===== src/rtl/pc_src_controller_if.sv =====
// pc_src_controller_if: redirect requests in, PC-mux select and pipeline controls out
interface pc_src_controller_if;
    logic       jmp_taken;
    logic       ret_req;
    logic       rti;
    logic       intr;
    logic       pipe_hold;
    logic [1:0] pc_src;
    logic       vec_sel;
    logic       vec_rd;
    logic       pc_en;
    logic       flush;
    logic       int_push;
    logic       flags_save;
    logic       flags_restore;
    logic       int_ack;
    logic       int_en;
    modport slave (
        input  jmp_taken, ret_req, rti, intr, pipe_hold,
        output pc_src, vec_sel, vec_rd, pc_en, flush, int_push,
               flags_save, flags_restore, int_ack, int_en
    );
    modport master (
        output jmp_taken, ret_req, rti, intr, pipe_hold,
        input  pc_src, vec_sel, vec_rd, pc_en, flush, int_push,
               flags_save, flags_restore, int_ack, int_en
    );
endinterface


===== src/rtl/pc_src_controller.sv =====
// pc_src_controller: fetch PC-source sequencer for reset/interrupt vectors, jumps and returns
module pc_src_controller #(
    parameter int VEC_LAT     = 1,
    parameter bit INT_EN_INIT = 1'b1
) (
    input logic                clk,
    input logic                rst,
    pc_src_controller_if.slave bus
);
    localparam logic [2:0] VEC_ADDR = 3'd0;
    localparam logic [2:0] VEC_WAIT = 3'd1;
    localparam logic [2:0] VEC_LOAD = 3'd2;
    localparam logic [2:0] RUN      = 3'd3;
    localparam logic [2:0] INT_PUSH = 3'd4;
    localparam logic [1:0] LAT_M1   = 2'(VEC_LAT - 1);
    logic [2:0] state_q, state_d;
    logic [1:0] cnt_q, cnt_d;
    logic       pending_q, pending_d;
    logic       intr_q, intr_d;
    logic       vec_flag_q, vec_flag_d;
    logic       int_en_q, int_en_d;
    logic       intr_edge;
    logic       take_int;
    assign intr_edge = bus.intr & ~intr_q;
    assign take_int  = pending_q & int_en_q & ~bus.pipe_hold;
    always_comb begin
        state_d           = state_q;
        cnt_d             = cnt_q;
        pending_d         = pending_q | intr_edge;
        intr_d            = bus.intr;
        vec_flag_d        = vec_flag_q;
        int_en_d          = int_en_q;
        bus.pc_src        = 2'b00;
        bus.vec_sel       = 1'b0;
        bus.vec_rd        = 1'b0;
        bus.pc_en         = 1'b0;
        bus.flush         = 1'b0;
        bus.int_push      = 1'b0;
        bus.flags_save    = 1'b0;
        bus.flags_restore = 1'b0;
        bus.int_ack       = 1'b0;
        bus.int_en        = int_en_q;
        case (state_q)
            VEC_ADDR: begin
                bus.vec_rd  = 1'b1;
                bus.vec_sel = vec_flag_q;
                bus.flush   = 1'b1;
                cnt_d       = LAT_M1;
                state_d     = (VEC_LAT == 1) ? VEC_LOAD : VEC_WAIT;
            end
            VEC_WAIT: begin
                bus.flush = 1'b1;
                cnt_d     = cnt_q - 2'd1;
                state_d   = (cnt_q <= 2'd1) ? VEC_LOAD : VEC_WAIT;
            end
            VEC_LOAD: begin
                bus.pc_src = 2'b11;
                bus.pc_en  = 1'b1;
                bus.flush  = 1'b1;
                vec_flag_d = 1'b0;
                state_d    = RUN;
            end
            RUN: begin
                // RET is the older instruction, so a same-cycle jump is squashed
                if (bus.ret_req) begin
                    bus.pc_src        = 2'b10;
                    bus.pc_en         = 1'b1;
                    bus.flush         = 1'b1;
                    bus.flags_restore = bus.rti;
                    int_en_d          = int_en_q | bus.rti;
                end else if (bus.jmp_taken) begin
                    bus.pc_src = 2'b01;
                    bus.pc_en  = 1'b1;
                    bus.flush  = 1'b1;
                end else if (take_int) begin
                    bus.flush = 1'b1;
                    state_d   = INT_PUSH;
                end else begin
                    bus.pc_en = ~bus.pipe_hold;
                end
            end
            INT_PUSH: begin
                bus.int_push   = 1'b1;
                bus.flags_save = 1'b1;
                bus.int_ack    = 1'b1;
                bus.flush      = 1'b1;
                int_en_d       = 1'b0;
                pending_d      = intr_edge;
                vec_flag_d     = 1'b1;
                state_d        = VEC_ADDR;
            end
            default: state_d = VEC_ADDR;
        endcase
        if (rst) begin
            bus.pc_src        = 2'b00;
            bus.vec_sel       = 1'b0;
            bus.vec_rd        = 1'b0;
            bus.pc_en         = 1'b0;
            bus.flush         = 1'b0;
            bus.int_push      = 1'b0;
            bus.flags_save    = 1'b0;
            bus.flags_restore = 1'b0;
            bus.int_ack       = 1'b0;
            bus.int_en        = INT_EN_INIT;
        end
    end
    always_ff @(posedge clk) begin
        if (rst) begin
            state_q    <= VEC_ADDR;
            cnt_q      <= 2'd0;
            pending_q  <= 1'b0;
            intr_q     <= 1'b0;
            vec_flag_q <= 1'b0;
            int_en_q   <= INT_EN_INIT;
        end else begin
            state_q    <= state_d;
            cnt_q      <= cnt_d;
            pending_q  <= pending_d;
            intr_q     <= intr_d;
            vec_flag_q <= vec_flag_d;
            int_en_q   <= int_en_d;
        end
    end
endmodule


===== src/flat_wrapper.sv =====
// flat-port wrapper written by rule: the top's interface ports become plain ports
module pc_src_controller_flat 
#(
    parameter int VEC_LAT     = 1,
    parameter bit INT_EN_INIT = 1'b1
)
  (clk, rst, bus_jmp_taken, bus_ret_req, bus_rti, bus_intr, bus_pipe_hold, bus_pc_src, bus_vec_sel, bus_vec_rd, bus_pc_en, bus_flush, bus_int_push, bus_flags_save, bus_flags_restore, bus_int_ack, bus_int_en);
  pc_src_controller_if bus_i ();
  input logic clk;
  input logic rst;
  input wire logic [$bits(bus_i.jmp_taken)-1:0] bus_jmp_taken;
  input wire logic [$bits(bus_i.ret_req)-1:0] bus_ret_req;
  input wire logic [$bits(bus_i.rti)-1:0] bus_rti;
  input wire logic [$bits(bus_i.intr)-1:0] bus_intr;
  input wire logic [$bits(bus_i.pipe_hold)-1:0] bus_pipe_hold;
  output wire logic [$bits(bus_i.pc_src)-1:0] bus_pc_src;
  output wire logic [$bits(bus_i.vec_sel)-1:0] bus_vec_sel;
  output wire logic [$bits(bus_i.vec_rd)-1:0] bus_vec_rd;
  output wire logic [$bits(bus_i.pc_en)-1:0] bus_pc_en;
  output wire logic [$bits(bus_i.flush)-1:0] bus_flush;
  output wire logic [$bits(bus_i.int_push)-1:0] bus_int_push;
  output wire logic [$bits(bus_i.flags_save)-1:0] bus_flags_save;
  output wire logic [$bits(bus_i.flags_restore)-1:0] bus_flags_restore;
  output wire logic [$bits(bus_i.int_ack)-1:0] bus_int_ack;
  output wire logic [$bits(bus_i.int_en)-1:0] bus_int_en;
  assign bus_i.jmp_taken = bus_jmp_taken;
  assign bus_i.ret_req = bus_ret_req;
  assign bus_i.rti = bus_rti;
  assign bus_i.intr = bus_intr;
  assign bus_i.pipe_hold = bus_pipe_hold;
  assign bus_pc_src = bus_i.pc_src;
  assign bus_vec_sel = bus_i.vec_sel;
  assign bus_vec_rd = bus_i.vec_rd;
  assign bus_pc_en = bus_i.pc_en;
  assign bus_flush = bus_i.flush;
  assign bus_int_push = bus_i.int_push;
  assign bus_flags_save = bus_i.flags_save;
  assign bus_flags_restore = bus_i.flags_restore;
  assign bus_int_ack = bus_i.int_ack;
  assign bus_int_en = bus_i.int_en;
  pc_src_controller #(.VEC_LAT(VEC_LAT), .INT_EN_INIT(INT_EN_INIT)) u_core (.clk(clk), .rst(rst), .bus(bus_i));
endmodule

===== config.mk =====
export PLATFORM = sky130hd
export DESIGN_NAME = pc_src_controller_flat
export DESIGN_NICKNAME = d
export VERILOG_FILES = /design/src/rtl/pc_src_controller_if.sv /design/src/rtl/pc_src_controller.sv /design/src/flat_wrapper.sv
export SDC_FILE = /design/constraint.sdc
export NUM_CORES = 1
export LEC_CHECK = 0
export ABC_CLOCK_PERIOD_IN_PS = 1600
export CORE_AREA = 3 3 47 49
export CTS_CLUSTER_DIAMETER = 200
export DETAILED_ROUTE_END_ITERATION = 6
export DIE_AREA = 0 0 50 52
export GPL_ROUTABILITY_DRIVEN = 0
export PLACE_DENSITY = 0.53
export SYNTH_ARGS = -nofsm -noshare
export SYNTH_HDL_FRONTEND = slang
export SYNTH_SLANG_ARGS = --single-unit

===== constraint.sdc =====
create_clock -name clk -period 1.6 [get_ports clk]
set_input_delay 0.32 -clock clk [delete_from_list [all_inputs] [get_ports clk]]
set_output_delay 0.32 -clock clk [all_outputs]
set_load 0.03 [all_outputs]

# --- Word-level counts from Yosys, hierarchy flattened ---
# Cells that the tools add are included.
totals:
  regBits: 9
  in_bits: 7
  word_cells: 64
op_classes:
  n_lt_le_gt_ge: 1
  bitwise_logic: 7
  add_sub_neg: 1
  reduce_logical: 7
  mux: 34
  n_eq_ne: 8
ops:
  columns: ["cell", "n"]
  rows:
  - ["$mux 1", 21]
  - ["$pmux 3 s4", 1]
  - ["$mux 3", 3]
  - ["$pmux 1 s2", 4]
  - ["$pmux 2 s2", 2]
  - ["$eq 3x2->1 const B", 2]
  - ["$mux 2", 3]
  - ["$ne 2x2->1 const B", 3]
  - ["$reduce_bool 2->1", 3]
  - ["$reduce_or 4->1", 1]
  - ["$and 1x1->1", 3]
  - ["$eq 3x1->1 const B", 1]
  - ["$eq 3x3->1 const B", 1]
  - ["$logic_not 3->1", 1]
  - ["$reduce_and 3->1", 1]
  - ["$le 2x1->1 const B", 1]
  - ["$ne 2x1->1 const B", 1]
  - ["$not 1->1", 2]
  - ["$or 1x1->1", 2]
  - ["$reduce_and 2->1", 1]
  - ["$sub 2x1->2 const B", 1]

# --- Logic depth before layout (Yosys ltp) ---
logic_depth:
  word_depth: 7
  depth_mapped: 5
  mapped_depth_nobuf: 5

# --- Worst setup path after synthesis ---
# Ideal clock, no wire load.
synth_path:
  path_type: "register to output"
  startpoint: "register u_core.state_q[0]"
  endpoint: "output bus_vec_sel"
  path_buffers: 1
  stages_incl_launch_ff: 4
  setup_slack_ps: -281
  t_required_ps: 1280
  t_arrival_ps: 1561
  cell_sequence: "dfxtp_1 > buf_2 > nor4_2 > and2_1"
synth_via:
  elab_chain_cells: 3
synth_rtl:
  columns: ["item", "line", "source"]
  rows:
  - ["start, declared", "pc_src_controller.sv:16", "logic [2:0] state_q, state_d;"]
  - ["start signal, assigned", "pc_src_controller.sv:116", "state_q <= state_d;"]
  - ["$logic_not 3->1", "pc_src_controller.sv:43", "case (state_q)"]
  - ["$mux 1", "pc_src_controller.sv:43", null]
  - ["$mux 1", "pc_src_controller.sv:94", "if (rst) begin"]
  - ["end, declared", "flat_wrapper.sv:17", "output wire logic [$bits(bus_i.vec_sel)-1:0] bus_vec_sel;"]
# No other way between the ends.

# --- Final worst setup path ---
layout_path:
  startpoint: "register u_core.state_q[2]"
  endpoint: "output bus_int_push"
layout_via:
  elab_chain_cells: 3
layout_rtl:
  columns: ["item", "line", "source"]
  rows:
  - ["$eq 3x3->1", "pc_src_controller.sv:43", null]
  - ["$mux 1", "pc_src_controller.sv:43", null]
  - ["$mux 1", "pc_src_controller.sv:94", null]
  - ["end, declared", "flat_wrapper.sv:21", "output wire logic [$bits(bus_i.int_push)-1:0] bus_int_push;"]
# No other way between the ends.

==> results.md <==
- Status: finished with violations
- Failing checks: setup timing
- Worst hold path endpoint: u_core.cnt_q[1]
- Placed Area: 769 um2
- Synth Register Bits: 9
- Initial antenna violation count: 0
- Die area: 2600 um2
- Place WS: -0.141 ns
- Remaining DRCs: 0
- Number of cell rows: 16
- Max transition margin: 85.2%
- Internal Power: 391 uW
- Clock skew: 0.00916 ns
- Crit path launch: u_core.state_q[2]
- Sw Share: 28.3%
- Worst-path clk slew: 0.07 ns
- Sequential-to-total area share from yosys stat: approximately 34%
- Layout overhead on the synthesized area: 70.5%
- TritonCTS clock tree: yes
- RSZ-0062 raised after global routing: true
- Reg-to-Reg Start: u_core.state_q[0]
- Final Hold Viols: 0
- First-pass GRT wire length: 2.25 mm
- Reg2reg setup slack: 0.32 ns
- Peak Freq: 611 MHz
- Hold depth: 2
- Drt wl/cell: 10.7 um
- Synth area leaders: dfxtp_1 34%, a21oi_1 9.4%, a2111oi_4 5.2%, nor2b_1 4.7%, nor2_1 4.2%
- Num CTS Buffers: 3
- Antenna diode count: 0
- Crit path DAT: 1.32 ns
- Register area: approximately 190 um2
- # nets final: 104
- Comb pwr share: 24.0%
- Vias per cell: around 4.4
- Clk sinks: 9
- Tightest Pin Transition: 0.223 ns
- Starting density of the core: 28.1%
- Total gr overflow: 0
- Clk_lat worst skew: 0.26 ns
- Core Util, Final: a little under half
- Final cycle utilization of the critical path: 102%
- R2R cell count: 4
- DR pass1 iterations: 2
- Mapped Area: 534 um2
- Endpoints failing setup: 4
- Startpoint type of the worst setup path: register
- Net Count, Synth: between 70 and 80
- Area leader, netlist: dfxtp_1
- Clock network power share: between 30% and 40%
- DIE HEIGHT: approximately 52 um
- Syn Area/Cell: approximately 8.3 um2
- IO Pins: 18
- Setup crit end kind: primary output
- R2r endpoint: u_core.state_q[1]
- Leak pwr: 0.385 nW
- Port-buffer cells: 17
- Max-Cap Viols: 0
- Hold Buf Count CTS: 0
- CP required: approximately 1.3 ns
- Multi-input logic area: between 300 and 400 um2
- Fin. max-slew vios: 0
- Min Clock Period, post-route: 1.64 ns
- Vias in the first global route: 538
- Area of the core: 1900 um2
- Largest net degree at the start of global routing: 7
- Final instance area: 911 um2
- HPWL Detailed: 930 um
- Setup WS post-layout: -0.0370 ns
- Width of the die: 50 um
- Fraction of layout cells with a size suffix above 1: 47.4%
- Net Sw Power: between 150 and 200 uW
- Iter 0 DRT Violations: 5
- Sequential Power Share: 43.7%
- Yosys warning count: 0
- GRT Overall Usage: 11.3%
- Crit Path Max Fanout: 5
- WS Path Type: register to primary output
- Pwr dens: 599 nW/um2
- Start point of the worst hold path: u_core.cnt_q[1]
- Top cell type's share of synthesized area: 33.7%
- Hold Crit Class: register to register
- Clock Tree Buf Depth: 2
- Worst vdd ir: about 0.00052 V
- Count of cell types in the netlist: 27
- Post-detailed-route count of antenna-violating nets: 0
- Fillers: about 190
- H-tree level count: 1
- WL final: 1.31 mm
- Root Driver: clkbuf_4
- Synthesized instance count: 64
- Vias: 539
-- cells in the final DEF (no fill, tap or decap), types with 2 or more instances in the layout --
master           Yosys  layout
nor2_1               6       4
nor2b_1              4       4
nand3_1              2       2
o21ai_0              2       2
o21ai_1              3       3
dfxtp_4              0       3
nand2_1              4       3
dlygate4sd2_1        0       2
buf_6                0       7
clkdlybuf4s50_1      0       3
inv_1                2       2
a21oi_1             10       8
buf_4                2      19
a21oi_2              0       2
dfxtp_1              9       6
clkbuf_4             0       3
-- metrics by stage --
stage	hold WS, ns	cells	setup TNS, ns	total power, mW
2_1_floorplan	0.448	64	-0.0721	0.303
3_3_place_gp	0.474	113	-0.824	0.356
3_5_place_dp	0.491	113	-0.868	0.357
4_1_cts	0.503	121	-0.123	0.546
5_1_grt	0.526	122	-0.481	0.579
6_report	0.500	122	-0.131	0.545
-- what timing repair did --
| item | 4_1_cts | 5_1_grt |
|---|---|---|
| gates resized for setup | 18 | 7 |
| setup endpoints to repair | 11 | 10 |
| setup buffers | 4 | 1 |
| pin swaps | 2 | 3 |
-- how the worst max path moves through the flow --
stage	end	slack [ns]
2_1_floorplan	bus_vec_sel	-0.07
3_3_place_gp	bus_flush	-0.14
3_5_place_dp	bus_flush	-0.14
4_1_cts	bus_int_push	-0.03
5_1_grt	bus_flush	-0.09
6_report	bus_int_push	-0.04
-- flip-flops by register name, summed over array words and instances, names as in the netlist --
signal             flops
u_core.cnt_q           2
u_core.vec_flag_q      1
u_core.state_q         3
u_core.int_en_q        1
u_core.intr_q          1
u_core.pending_q       1
-- critical path: stages (launching register included) --
cell and delay, ns:
dfxtp_4 0.38, or3b_4 0.40, nor2_4 0.14, buf_6 0.15
-- final cells by class --
| class | count | area share (%) |
|---|---|---|
| multi-input combinational | 47 | 38.6 |
| sequential | 9 | 21.0 |
| clock inverter | 1 | 0.549 |
| clock buffer | 3 | 2.47 |
| tap | 27 | 3.71 |
| inverter | 2 | 0.824 |
| timing repair buffer | 33 | 32.8 |
-- cells in the mapped netlist --
master and number:
a2111oi_4 1, a21o_1 1, a21oi_1 10, a31oi_1 1, and2_1 1, and4b_1 1, and4b_4 1, and4bb_1 1
buf_2 4, buf_4 2, dfxtp_1 9, ha_1 1, inv_1 2, nand2_1 4, nand2b_1 1, nand3_1 2
nand3b_1 1, nor2_1 6, nor2b_1 4, nor3b_2 1, nor4_2 1, o21ai_0 2, o21ai_1 3, o21bai_1 1
or2_0 1, or2_1 1, or3b_1 1
-- logic make-up after synthesis --
kind of cell	Yosys count	synth area share, %
simple gates	27	32.8
compound gates	19	23.2
fa+ha+maj	1	2.34
buf+inv	8	7.96
flops	9	33.7
-- layer usage --
layer	GRT usage [%]	wire, um	up-vias
met5	0	0	-
met4	1.84	0	0
met3	5.16	58	0
met2	19.6	639	10
met1	12.7	610	244
li1	-	-	285
-- power groups by stage --
stage | Combinational, mW | Sequential, mW | Clock (mW)
after floorplan | 0.0610 | 0.242 | 0
after global placement | 0.108 | 0.248 | 0
after detailed placement | 0.109 | 0.248 | 0
after CTS | 0.125 | 0.238 | 0.183
after global routing | 0.141 | 0.240 | 0.198
final | 0.131 | 0.238 | 0.176
No activity file was read; power rests on OpenSTA's default activity.
